[src/rtl/c766_pkg.sv]
// Shared constants and types for the C766 evaluation arbiter.
// Holds the truth table, the vector width and the controller state encoding.
package c766_pkg;

  localparam logic [15:0] TT = 16'hC766;
  localparam int unsigned VecW = 4;

  typedef enum logic [1:0] {
    StIdle,
    StSettle,
    StResp
  } state_e;

  // Row 0 of the truth table sits in the MSB of TT.
  function automatic logic tt_eval(input logic [VecW-1:0] idx);
    return TT[4'd15 - idx];
  endfunction

endpackage

[src/rtl/c766_core.sv]
// Purely combinational 4-input evaluator for the C766 truth table.
module c766_core
  import c766_pkg::*;
(
  input  logic in1_i,
  input  logic in2_i,
  input  logic in3_i,
  input  logic in4_i,
  output logic f_o
);

  assign f_o = tt_eval({in1_i, in2_i, in3_i, in4_i});

endmodule

[src/rtl/c766_eval_arbiter.sv]
// Round-robin arbiter feeding one shared C766 evaluator; the granted vector is latched,
// held for SETTLE cycles, sampled, and returned through a valid/ready response port.
module c766_eval_arbiter
  import c766_pkg::*;
#(
  parameter int unsigned NREQ   = 4,
  parameter int unsigned SETTLE = 4
) (
  input  logic                     clk,
  input  logic                     rst_n,
  input  logic [NREQ-1:0]          req_valid,
  input  logic [VecW*NREQ-1:0]     req_vec,
  output logic [NREQ-1:0]          req_ready,
  output logic                     rsp_valid,
  input  logic                     rsp_ready,
  output logic [$clog2(NREQ)-1:0]  rsp_id,
  output logic                     rsp_out,
  output logic                     busy
);

  localparam int unsigned IdW  = $clog2(NREQ);
  localparam int unsigned CntW = 4;

  state_e            state_q;
  logic [IdW-1:0]    rr_ptr_q;
  logic [CntW-1:0]   cnt_q;
  logic [VecW-1:0]   vec_q;

  logic              grant_found;
  logic [IdW-1:0]    grant_idx;
  logic [VecW-1:0]   grant_vec;
  logic [IdW-1:0]    rr_next;
  logic              core_f;

  // First valid requester at or after rr_ptr_q, wrapping.
  always_comb begin
    int unsigned cand;
    cand        = 0;
    grant_found = 1'b0;
    grant_idx   = '0;
    grant_vec   = '0;
    for (int unsigned k = 0; k < NREQ; k++) begin
      cand = (32'(rr_ptr_q) + k) % NREQ;
      if (!grant_found && req_valid[cand]) begin
        grant_found = 1'b1;
        grant_idx   = IdW'(cand);
        grant_vec   = req_vec[cand*VecW +: VecW];
      end
    end
  end

  always_comb begin
    req_ready = '0;
    if (rst_n && (state_q == StIdle) && grant_found) begin
      req_ready[grant_idx] = 1'b1;
    end
  end

  assign rr_next = (rsp_id == IdW'(NREQ - 1)) ? '0 : rsp_id + IdW'(1);

  // Evaluator only ever sees the latched vector, never the live request bus.
  c766_core u_core (
    .in1_i (vec_q[3]),
    .in2_i (vec_q[2]),
    .in3_i (vec_q[1]),
    .in4_i (vec_q[0]),
    .f_o   (core_f)
  );

  always_ff @(posedge clk or negedge rst_n) begin
    if (!rst_n) begin
      state_q   <= StIdle;
      rr_ptr_q  <= '0;
      cnt_q     <= '0;
      vec_q     <= '0;
      rsp_valid <= 1'b0;
      rsp_id    <= '0;
      rsp_out   <= 1'b0;
      busy      <= 1'b0;
    end else begin
      unique case (state_q)
        StIdle: begin
          if (grant_found) begin
            vec_q   <= grant_vec;
            rsp_id  <= grant_idx;
            cnt_q   <= CntW'(SETTLE - 1);
            busy    <= 1'b1;
            state_q <= StSettle;
          end
        end
        StSettle: begin
          if (cnt_q == '0) begin
            rsp_out   <= core_f;
            rsp_valid <= 1'b1;
            state_q   <= StResp;
          end else begin
            cnt_q <= cnt_q - CntW'(1);
          end
        end
        StResp: begin
          if (rsp_ready) begin
            rsp_valid <= 1'b0;
            busy      <= 1'b0;
            rr_ptr_q  <= rr_next;
            state_q   <= StIdle;
          end
        end
        default: state_q <= StIdle;
      endcase
    end
  end

endmodule

[config.mk]
export PLATFORM = sky130hd
export DESIGN_NAME = c766_eval_arbiter
export DESIGN_NICKNAME = d
export VERILOG_FILES = /design/src/rtl/c766_pkg.sv /design/src/rtl/c766_core.sv /design/src/rtl/c766_eval_arbiter.sv
export SDC_FILE = /design/constraint.sdc
export NUM_CORES = 1
export LEC_CHECK = 0
export CAP_MARGIN = 20
export CORE_ASPECT_RATIO = 0.6
export CORE_UTILIZATION = 50
export CTS_BUF_LIST = sky130_fd_sc_hd__clkbuf_8
export CTS_CLUSTER_DIAMETER = 60
export CTS_CLUSTER_SIZE = 10
export DETAILED_ROUTE_END_ITERATION = 7
export GPL_ROUTABILITY_DRIVEN = 1
export PLACE_DENSITY = 0.77
export REMOVE_ABC_BUFFERS = 1
export SLEW_MARGIN = 20
export SYNTH_ARGS = -nofsm -noshare
export SYNTH_HDL_FRONTEND = slang
export SYNTH_SLANG_ARGS = --single-unit
[constraint.sdc]
create_clock -name clk -period 2.1 [get_ports clk]
set_input_delay 0.21 -clock clk [delete_from_list [all_inputs] [get_ports clk]]
set_output_delay 0.21 -clock clk [all_outputs]
set_load 0.02 [all_outputs]
==> summary.txt, run 1 <==
Synthesis
  • Yosys top cell by area: dfrtp_1
  • Most common cell in the synthesized netlist: dfrtp_1
  • Synth Warn #: 0
  • EDFF count, synth: 0
  • Post-synthesis register bit count: 17
  • Netlist Area Pre-Place: 1600 µm²
  • Syn Inst Count: 165
  • Share of the yosys chip area belonging to registers: a little over a quarter
  • Synth Flop Type: dfrtp_1
  • Post-synth top cells: 17 x dfrtp_1, 16 x nor2_1, 15 x nand2_1
  • Share of async-settable or async-resettable flops after synthesis: 100%
  • Library cells used by synthesis: 42
  • Share of the synthesized area in the top cell type: around a quarter
  • Syn Area/Cell: between 9 and 10 µm²
  • Synth top area cells: dfrtp_1 27%, mux4_2 18%, mux2i_1 5.6%, nor2_1 3.8%, nand2_1 3.5%

Critical path
  • CP max stage delay: 0.47 ns
  • Worst Setup Start Kind: register
  • Flop-to-flop setup slack: ~0.07 ns
  • R2r worst-path depth: 9
  • Reg-to-reg startpoint: rr_ptr_q[0]
  • WS Path Type: register to output pin
  • CP Max Fanout: 8
  • FF-to-FF End: vec_q[1]
  • Worst Path Arrival: ~2.1 ns
  • Worst EP required: 1.89 ns
  • Endpoint class of the critical path: output pin
  • Slowest cell on the critical path: dfrtp_2
  • CP Cell Sequence: or3b_1 > o22a_1 > o31ai_4 > o32a_4 > and4_1 > buf_6

Status
  • Status: finished with violations
  • Failing checks: negative setup slack

Clocking
  • CTS Buf Count: 3
  • CTS tree: built
  • Worst skew pair latency: 0.25 ns
  • CTS Hold Bufs: 0
  • Root buf cell: clkbuf_8
  • CTS Buffer Depth: 2
  • H-tree depth: 1
  • Clk sink count: 17
  • Reg clk slew, reported paths: approximately 0.070 ns

Layout
  • Layout Area Growth over Synthesis: 42.2%
  • Layout cells sized above 1: 34.2%
  • Total Nets Final: approximately 260
  • Ant diodes: 0

Global route
  • Total global routing overflow: 0
  • First-pass GRT wire length: between 6000 and 7000 µm
  • Largest net degree at the start of global routing: 21
  • GRT Total Usage: between 20% and 30%
  • Initial antenna violation count: 0
  • Vias in the first global route: 1,475

Min path
  • Worst Hold Class: input port to asynchronous set/reset pin

Floorplan
  • Vert. Die Dim: ~46 µm
  • Initial Utilization: a little over half
  • Num ports: 32
  • Die area: ~3400 µm²
  • Num rows: 15
  • Core Region: ~3000 µm²
  • Width of the die: roughly 75 µm

Placement
  • Gp weighted congestion: 0.829
  • Dpl hpwl: ~3400 µm
  • I/O Buffers: 31

Job
  • Max Cap Viol: 0

STA
  • RSZ-0062 raised after global routing: yes
  • Final WS setup: -0.197 ns
  • F_max: about 440 MHz
  • Post-Route Setup TNS: -0.553 ns
  • Final Critical Period: between 2 and 2.5 ns
  • Period utilization: 109%
  • Hold WS: 0.512 ns
  • Slew @ Worst Pin: just under 0.4 ns
  • Fin. max-slew vios: 0
  • Final setup violation count: 4
  • Fin. Hold Viols: 0
  • Slew headroom: about three quarters
  • Clk_skew: between 0.001 and 0.0015 ns

Drt
  • Vias per cell: approximately 6.0
  • Remaining antenna violation count: 0
  • WL/cell: 17.4 µm
  • First drt pass iteration count: 6
  • Via Count: around 1,600
  • Drt drc: 0
  • 1st-iter DRT viols: between 100 and 150
  • Drt total wl: between 4000 and 5000 µm

Pwr
  • Worst VDD drop: ~0.55 mV
  • Leakage: between 0.9 and 1 nW
  • Pwr Density: about 1100 nW/µm²
  • Pwr Total: 0.00259 W
==> flip-flops by register name (all words and copies together), names as in the netlist <==
name       cells
busy           1
cnt_q          4
rr_ptr_q       2
rsp_id         2
rsp_out        1
rsp_valid      1
state_q        2
vec_q          4
==> metrics by stage <==
stage / std cells / area, µm² / worst slack (ns) / utilization (%)
after floorplan: 155 / 1520 / -0.713 / -
after global placement: 260 / 2130 / -0.632 / 72.1
after detailed placement: 260 / 2130 / -0.678 / 72.1
after CTS: 267 / 2210 / -0.123 / 75.0
after global routing: 273 / 2270 / -0.220 / 77.0
final: 273 / 2270 / -0.197 / 77.0
==> report_power, final <==
part           switching [W]  internal [W]  leakage, nW
Combinational       0.000828      0.000901        0.754
Sequential          0.000144      0.000468        0.192
Clock               0.000120      0.000132       0.0255
Total                0.00109       0.00150        0.972
==> worst max-delay path: cells and delay by family (launching register included) <==
family / cells / cell delay (ns)
AND/OR/NAND/NOR: 2 / 0.64
AO/OA/AOI/OAI: 3 / 0.59
flip-flops: 1 / 0.47
buffers and inverters: 1 / 0.13
==> cells by family after synthesis <==
logic type,after synthesis,share of synthesized area (%)
and+or+nand+nor,56,18.0
AOI/OAI and AO/OA,42,19.4
muxes,24,25.6
buffers and inverters,22,7.44
DFF,17,26.6
adders and majority gates,3,2.35
xor gates and xnor gates,1,0.549
==> cell usage in the layout (no fill, tap or decap), types with 2 or more instances in the layout <==
cell,count
buf_4,42
clkdlybuf4s50_1,24
nor2_1,16
nand2_1,15
dfrtp_1,15
mux4_2,13
inv_1,12
a21oi_1,9
mux2i_1,9
o21ai_0,7
a31oi_1,6
o31ai_1,5
a22oi_1,4
nand3b_1,3
or3_1,3
nor3_1,3
ha_1,3
clkbuf_8,3
dlygate4sd2_1,3
buf_6,3
or3b_1,2
nor3_2,2
a21o_1,2
nand3_1,2
dfrtp_2,2
==> layer usage <==
| metal | share of wire, % | global-route usage [%] |
|---|---|---|
| met5 | 0 | 0 |
| met3 | 6.4 | 5.31 |
| met2 | 45 | 42.0 |
| met1 | 47 | 41.1 |
| met4 | 1.7 | 4.91 |
==> how the worst max path moves through the flow <==
stage	start	slack [ns]	end
global route	req_valid[1]	-0.22	req_ready[1]
finish	rr_ptr_q[0]	-0.20	req_ready[1]
detailed placement	req_valid[2]	-0.68	req_ready[2]
CTS	rr_ptr_q[0]	-0.12	req_ready[1]
floorplan	rr_ptr_q[0]	-0.71	req_ready[0]
global placement	req_valid[3]	-0.63	req_ready[1]
==> final cells by class <==
cell class                      count  area [µm²]
Multi-Input combinational cell    126        1080
Inverter                           12        45.0
Clock inverter                      1        5.00
Timing Repair Buffer               72         616
Tap cell                           42        52.6
Clock buffer                        3        41.3
Fill cell                         190         677
Sequential cell                    17         428
==> repair_timing <==
action | 4_1_cts | 5_1_grt
setup buffers | 3 | 6
gates resized for setup | 33 | 4
setup endpoints to repair | 5 | 8
pin swaps | 6 | 5
Power figures use the tool's default switching activity.
==> run 2, diff against run 1 <==
--- a/config.mk
+++ b/config.mk
@@ -15,7 +15,7 @@
 export GPL_ROUTABILITY_DRIVEN = 1
 export PLACE_DENSITY = 0.77
 export REMOVE_ABC_BUFFERS = 1
-export SLEW_MARGIN = 20
+export SLEW_MARGIN = 30
 export SYNTH_ARGS = -nofsm -noshare
 export SYNTH_HDL_FRONTEND = slang
 export SYNTH_SLANG_ARGS = --single-unit
==> results of run 2 <==
The final DEF is identical to that of run 1; final timing and power are the same.
